$ cat config.mk
export PLATFORM = sky130hd
export DESIGN_NAME = instruction_fetch
export DESIGN_NICKNAME = d
export VERILOG_FILES = /design/src/rtl/instruction_fetch.sv
export SDC_FILE = /design/constraint.sdc
export NUM_CORES = 1
export LEC_CHECK = 0
export ABC_AREA = 1
export ABC_CLOCK_PERIOD_IN_PS = 1600
export CORE_MARGIN = 2
export CORE_UTILIZATION = 30
export DETAILED_ROUTE_END_ITERATION = 7
export DONT_BUFFER_PORTS = 1
export HOLD_SLACK_MARGIN = 0.02
export PLACE_DENSITY = 0.55
export SYNTH_ARGS = -nofsm -noshare
export SYNTH_HDL_FRONTEND = slang
export SYNTH_SLANG_ARGS = --single-unit
$ cat constraint.sdc
create_clock -name i_clock -period 1.6 [get_ports i_clock]
set_clock_uncertainty 0.1 [all_clocks]
set_input_delay 0.32 -clock i_clock [delete_from_list [all_inputs] [get_ports i_clock]]
set_output_delay 0.32 -clock i_clock [all_outputs]
set_load 0.02 [all_outputs]
$ cat src/rtl/instruction_fetch.sv
// Instruction fetch stage: owns the program counter, issues single-cycle-latency
// reads to the shared RAM port, and presents each fetched word behind a
// valid/ready handshake. An all-zero word halts fetching until reset.
module instruction_fetch #(
  parameter int                       INSTRUCTION_SIZE = 16,
  parameter int                       ADDRESS_WIDTH    = 8,
  parameter logic [ADDRESS_WIDTH-1:0] RESET_PC         = '0
) (
  input  logic                        i_clock,
  input  logic                        i_reset,
  input  logic                        i_mem_busy,
  output logic                        o_mem_read_enable,
  output logic [ADDRESS_WIDTH-1:0]    o_mem_address,
  input  logic [INSTRUCTION_SIZE-1:0] i_mem_read_data,
  output logic [INSTRUCTION_SIZE-1:0] o_instruction,
  output logic [ADDRESS_WIDTH-1:0]    o_pc,
  output logic                        o_valid,
  input  logic                        i_ready,
  output logic                        o_halted
);

  localparam logic [1:0] S_REQUEST = 2'd0;
  localparam logic [1:0] S_WAIT    = 2'd1;
  localparam logic [1:0] S_HOLD    = 2'd2;
  localparam logic [1:0] S_HALTED  = 2'd3;

  logic [1:0]                  r_state;
  logic [1:0]                  w_next_state;
  logic [ADDRESS_WIDTH-1:0]    r_pc;
  logic [INSTRUCTION_SIZE-1:0] r_instruction;
  logic [ADDRESS_WIDTH-1:0]    r_out_pc;
  logic                        r_valid;
  logic                        r_halted;
  logic                        w_fire_request;
  logic                        w_word_zero;

  // A read goes out only from REQUEST while the processor is not using the port.
  assign w_fire_request = (r_state == S_REQUEST) && !i_mem_busy;
  assign w_word_zero    = (i_mem_read_data == '0);

  // Gated by reset so no spurious read escapes while reset is held.
  assign o_mem_read_enable = w_fire_request && !i_reset;
  assign o_mem_address     = r_pc;
  assign o_instruction     = r_instruction;
  assign o_pc              = r_out_pc;
  assign o_valid           = r_valid;
  assign o_halted          = r_halted;

  // Next-state selection for the fetch sequencer.
  always_comb begin
    // NOTE: default assignment first so every path drives the signal and no latch is inferred.
    w_next_state = r_state;
    case (r_state)
      S_REQUEST: if (!i_mem_busy) w_next_state = S_WAIT;
      S_WAIT:    w_next_state = w_word_zero ? S_HALTED : S_HOLD;
      S_HOLD:    if (i_ready) w_next_state = S_REQUEST;
      S_HALTED:  w_next_state = S_HALTED;
      default:   w_next_state = S_REQUEST;
    endcase
  end

  // State register; reset returns to REQUEST so fetching restarts at RESET_PC.
  always_ff @(posedge i_clock or posedge i_reset) begin
    // NOTE: non-blocking assignments keep every register updating from pre-edge values.
    if (i_reset) r_state <= S_REQUEST;
    else         r_state <= w_next_state;
  end

  // Datapath: capture the returned word, advance the PC, track valid and halt.
  always_ff @(posedge i_clock or posedge i_reset) begin
    if (i_reset) begin
      r_pc          <= RESET_PC;
      r_instruction <= '0;
      r_out_pc      <= RESET_PC;
      r_valid       <= 1'b0;
      r_halted      <= 1'b0;
    end else begin
      case (r_state)
        S_WAIT: begin
          if (w_word_zero) begin
            // PC is left pointing at the halt word.
            r_halted <= 1'b1;
          end else begin
            r_instruction <= i_mem_read_data;
            r_out_pc      <= r_pc;
            r_valid       <= 1'b1;
            r_pc          <= r_pc + ADDRESS_WIDTH'(1);
          end
        end
        S_HOLD: if (i_ready) r_valid <= 1'b0;
        default: ;
      endcase
    end
  end

endmodule

# Yosys cells after proc, flatten, opt, wreduce, memory -nomap -nowiden
# Cells that the tools add are included.
totals:
  reg_bits: 36
  out_inout_bits: 35
classes:
  n_eq_ne: 6
  bitwise: 1
  n_addsub: 1
  reduce_logical: 11
  n_mux: 7
op_table:
  columns: ["op", "n"]
  rows:
  - ["16-bit zero test", 1]
  - ["8-bit by 1-bit adder with 8-bit output, second input constant", 1]
  - ["2-bit case mux with 4 select lines", 1]
  - ["2-bit != test, second input constant", 3]
  - ["2-bit AND reduction", 3]
  - ["2-bit equality test, second input constant", 2]
  - ["2-bit 2-to-1 mux", 2]
  - ["1-bit 2-to-1 mux", 3]
  - ["3-bit AND reduction", 1]
  - ["2-bit by 1-bit equality test with 1-bit output, second input constant", 1]
  - ["1-bit logical AND", 2]
  - ["1-bit zero test", 2]
  - ["2-bit zero test", 1]
  - ["1-bit case mux with 2 select lines", 1]
  - ["2-bit nonzero test", 1]
  - ["1-bit inverter", 1]

# Depth between registers and ports, before layout
logic_depth:
  depth_word: 3
  depth_mapped: 8
  depth_no_buf: 7

# Least setup slack after synthesis
# No wires, ideal clock.
synth_timing:
  path_type: "register to output"
  from: "reg r_state[1]"
  to: "out o_mem_read_enable"
  setup_slack_ns: -0.022
  n_path_buf: 0
  t_arrival_ns: 1.202
  stages_incl_launch_ff: 2
  required_ns: 1.180
  cell_sequence: "dfrtp_1 -> nor4_1"
synth_via:
  elab_chain_len: 3
synth_lines:
  columns: ["item", "line", "rtl"]
  rows:
  - ["start: declaration", "27", "logic [1:0] r_state;"]
  - ["start signal: assignment", "66", "else r_state <= w_next_state;"]
  - ["2-bit zero test", "38", "assign w_fire_request = (r_state == S_REQUEST) && !i_mem_busy;"]
  - ["1-bit logical AND", "38", null]
  - ["1-bit logical AND", "42", "assign o_mem_read_enable = w_fire_request && !i_reset;"]
  - ["end: declaration", "12", "output logic o_mem_read_enable,"]
# No other way between the ends.

# Worst setup path in the final report
layout_timing:
  from: "reg r_state[0]"
  to: "out o_mem_read_enable"
# The elaborated chain is that of the path after synthesis.

==> metrics.md <==
| Metric | Value |
|---|---|
| Async S/R FF share, synth | `1.00` |
| Ratio of cells with drive above 1 in the final layout | `0.122` |
| CP endpoint | `o_mem_read_enable` |
| Multi-input logic area | `687 sq um` |
| Crit path cell chain | `nor4_2, buf_4` |
| Setup violations, final | `0` |
| Unique masters post-synth | `19` |
| Tmin final | `1.52 ns` |
| Highest clock rate | `0.659 GHz` |
| Clock latency on the worst-skew pair | `0.28 ns` |
| Pre-Repair DR Iteration Count | `4` |
| DR iter-0 viols | `71` |
| Row cnt | `27` |
| CTS tree | `built` |
| Die area | `6230 sq um` |
| DR vias/cell | `4.57` |
| #FFs+latches synth | `36` |
| Io pins | `55` |
| Reg2reg start | `r_state[0]` |
| Initial Util | `0.308` |
| Worst slew margin | `0.694` |
| Area delta synth->final | `13.5%` |
| Yosys warning count | `0` |
| CP endpoint kind | `output port` |
| Synth area leader | `dfrtp_1` |
| Die X | `78.9 microns` |
| Logic pwr share | `0.021` |
| Worst r2r dst | `o_mem_address[7]` |
| Slowest stage delay, CP | `0.39 ns` |
| Number of cells on the critical path | `2` |
| HP Class | `in2reg` |
| Required time worst endpoint | `1.18 ns` |
| CTS buffer count | `5` |
| Final nets | `236` |
| Clock network fraction of total power | `0.378` |
| Core Footprint | `5470 sq um` |
| Flip-flop and latch area | `902 sq um` |
| Inserted Diodes | `0` |
| Setup crit start | `r_state[0]` |
| FF-to-FF path depth | `6` |
| Average wire per standard cell | `13.4 microns` |
| Global-route wire length before repair | `6640 microns` |
| Synth Cell Area | `1680 sq um` |
| H-Tree Depth | `2` |
| Critical path type | `reg2out` |
| Internal | `1.20 mW` |
| Clock buffer depth | `2` |
| Power Density | `792 nW/um^2` |
| Via count | `1302` |
| Setup TNS Final | `0 ns` |
| Reg power frac | `0.601` |
| Static leakage | `1.01 nW` |
| Post-detail-place hpwl | `2590 microns` |
| Hold path start | `i_mem_read_data[6]` |
| CTS root buffer | `clkbuf_8` |
| R2R Setup Slk | `0.19 ns` |
| Mapped Nets | `224` |
| Vias in the first global route | `1399` |
| CP max-delay cell | `dfrtp_1` |
| Crit start category | `flop` |
| Post-synth EDFFs | `0` |
| Status | `finished, final reports clean` |
| Initial antenna violation count | `0` |
| Top Family by Delay on Critical Path | `flip-flops` |
| Peak VDD IR | `347 uV` |
| Die extent in y | `78.9 microns` |
| Largest net degree at the start of global routing | `37` |
| Crit Path Max Fanout | `2` |
| Max-cap violations | `0` |
| Crit path arrival time | `1.10 ns` |
| Overall Power | `1.51 mW` |
| Synthesized area per cell | `8.30 sq um` |
| Post-Route WL | `3830 microns` |
| Post-synth top area share | `0.535` |
| Fillcell total | `605` |
| CP bufs+invs | `1` |
| Sw frac | `0.208` |
| DRC Markers | `0` |
| Sequential share of the synthesized area | `0.535` |
| RSZ-0062 raised after global routing | `no` |
| Clock transition at the registers of the reported paths | `0.07 ns` |
| Worst-Margin Slew | `0.459 ns` |
| Top cells by area, synth | `dfrtp_1, nand2_1, nand3_1` |
| Psw | `0.315 mW` |
| Top FF cell, synth | `dfrtp_1` |
| Number of failing hold endpoints at the final stage | `0` |
| Post-synthesis cell count | `203` |
| Gr ovfl total | `0` |
| Input/output buffers | `0` |
| Fin crit share | `0.949` |
| Routed Antenna Nets | `0` |
| Placer Congestion | `0.748` |
| Total GRT Usage | `0.138` |
| Slew Limit Fails | `0` |
| TritonCTS Sinks | `36` |
[logic make-up (layout without fill, tap and decap cells)]
logic type               Yosys count  count (layout)  synth area share
AO/OA/AOI/OAI                      5               5            0.0178
XOR/XNOR                           3               3            0.0156
adder cells (fa/ha/maj)            1               1           0.00743
buffers and inverters             18              28            0.0609
flip-flops                        36              36             0.535
AND/OR/NAND/NOR                  140             140             0.363
[how the worst min path moves through the flow]
stage	end	slack [ns]	cells past startpoint
finish	o_instruction[6]	0.08	2
global route	o_instruction[14]	0.07	2
CTS	o_instruction[6]	0.06	2
detailed placement	o_halted	0.26	2
global placement	r_state[0]	0.25	2
floorplan	r_state[1]	0.33	1
[synth_stat cells (2+ instances only)]
cell	n
dfrtp_1	36
xnor2_1	2
buf_2	7
nor2_2	2
nor2_1	12
buf_6	3
nand2_4	2
nand2_1	84
nand3_1	38
inv_1	7
o21ai_0	2
[metrics by stage]
stage          hold slack, ns  worst slack (ns)  std cells  area (sq um)  utilization
6_report               0.0756            0.0817        285          1910        0.349
5_1_grt                0.0698            0.0136        285          1910        0.349
4_1_cts                0.0646            0.0247        284          1900        0.348
3_5_place_dp            0.259            0.0612        276          1810        0.330
3_3_place_gp            0.250            0.0827        276          1810        0.330
2_1_floorplan           0.328             0.181        203          1690            -
[flip-flops by register name, indices dropped and copies added, names as in the netlist]
name,cells
o_valid,1
o_instruction,16
r_state,2
o_pc,8
o_halted,1
o_mem_address,8
[metal layers]
| layer | track usage | up-vias | wire length (microns) |
|---|---|---|---|
| met5 | 0 | - | 0 |
| met4 | 0.0483 | 0 | 41 |
| met3 | 0.0466 | 5 | 227 |
| met2 | 0.244 | 34 | 1970 |
| met1 | 0.155 | 602 | 1590 |
| li1 | - | 661 | - |
[layout make-up]
cell class | count | area share
inverters | 7 | 0.0137
multi-input cells | 149 | 0.359
repair buffers | 16 | 0.0720
clock buffers | 5 | 0.0360
well taps | 72 | 0.0471
flip-flops and latches | 36 | 0.472
[power by group through the flow]
stage	Sequential [mW]	Clock, mW	Combinational [mW]
after floorplan	0.927	0	0.0200
after CTS	0.910	0.604	0.0345
after detailed placement	0.927	0	0.0307
after global placement	0.927	0	0.0301
after global routing	0.909	0.641	0.0373
final	0.910	0.573	0.0314
[layout by cell type, fill, tap and decap left out]
master and instances:
o21bai_1 1, xor2_1 1, nor2_2 2, dlygate4sd3_1 2, nand3_1 38, clkbuf_8 5
o21ai_0 2, nor2_1 12, nand2_1 84, buf_12 1, buf_4 13, ha_1 1
inv_1 7, dfrtp_1 35, nor2_8 1, nor4_2 1, dfrtp_2 1, nand2_4 2
xnor2_1 2, o21a_1 1, a21oi_1 1
[repair_timing]
item	in CTS	in global routing
setup buffers	1	1
endpoints found under the setup margin	1	1
gates resized for setup	1	0
endpoints found under the hold margin	37	0
hold buffers	2	0
pin swaps	0	1
Note: power is estimated with default switching activity, not from simulation.
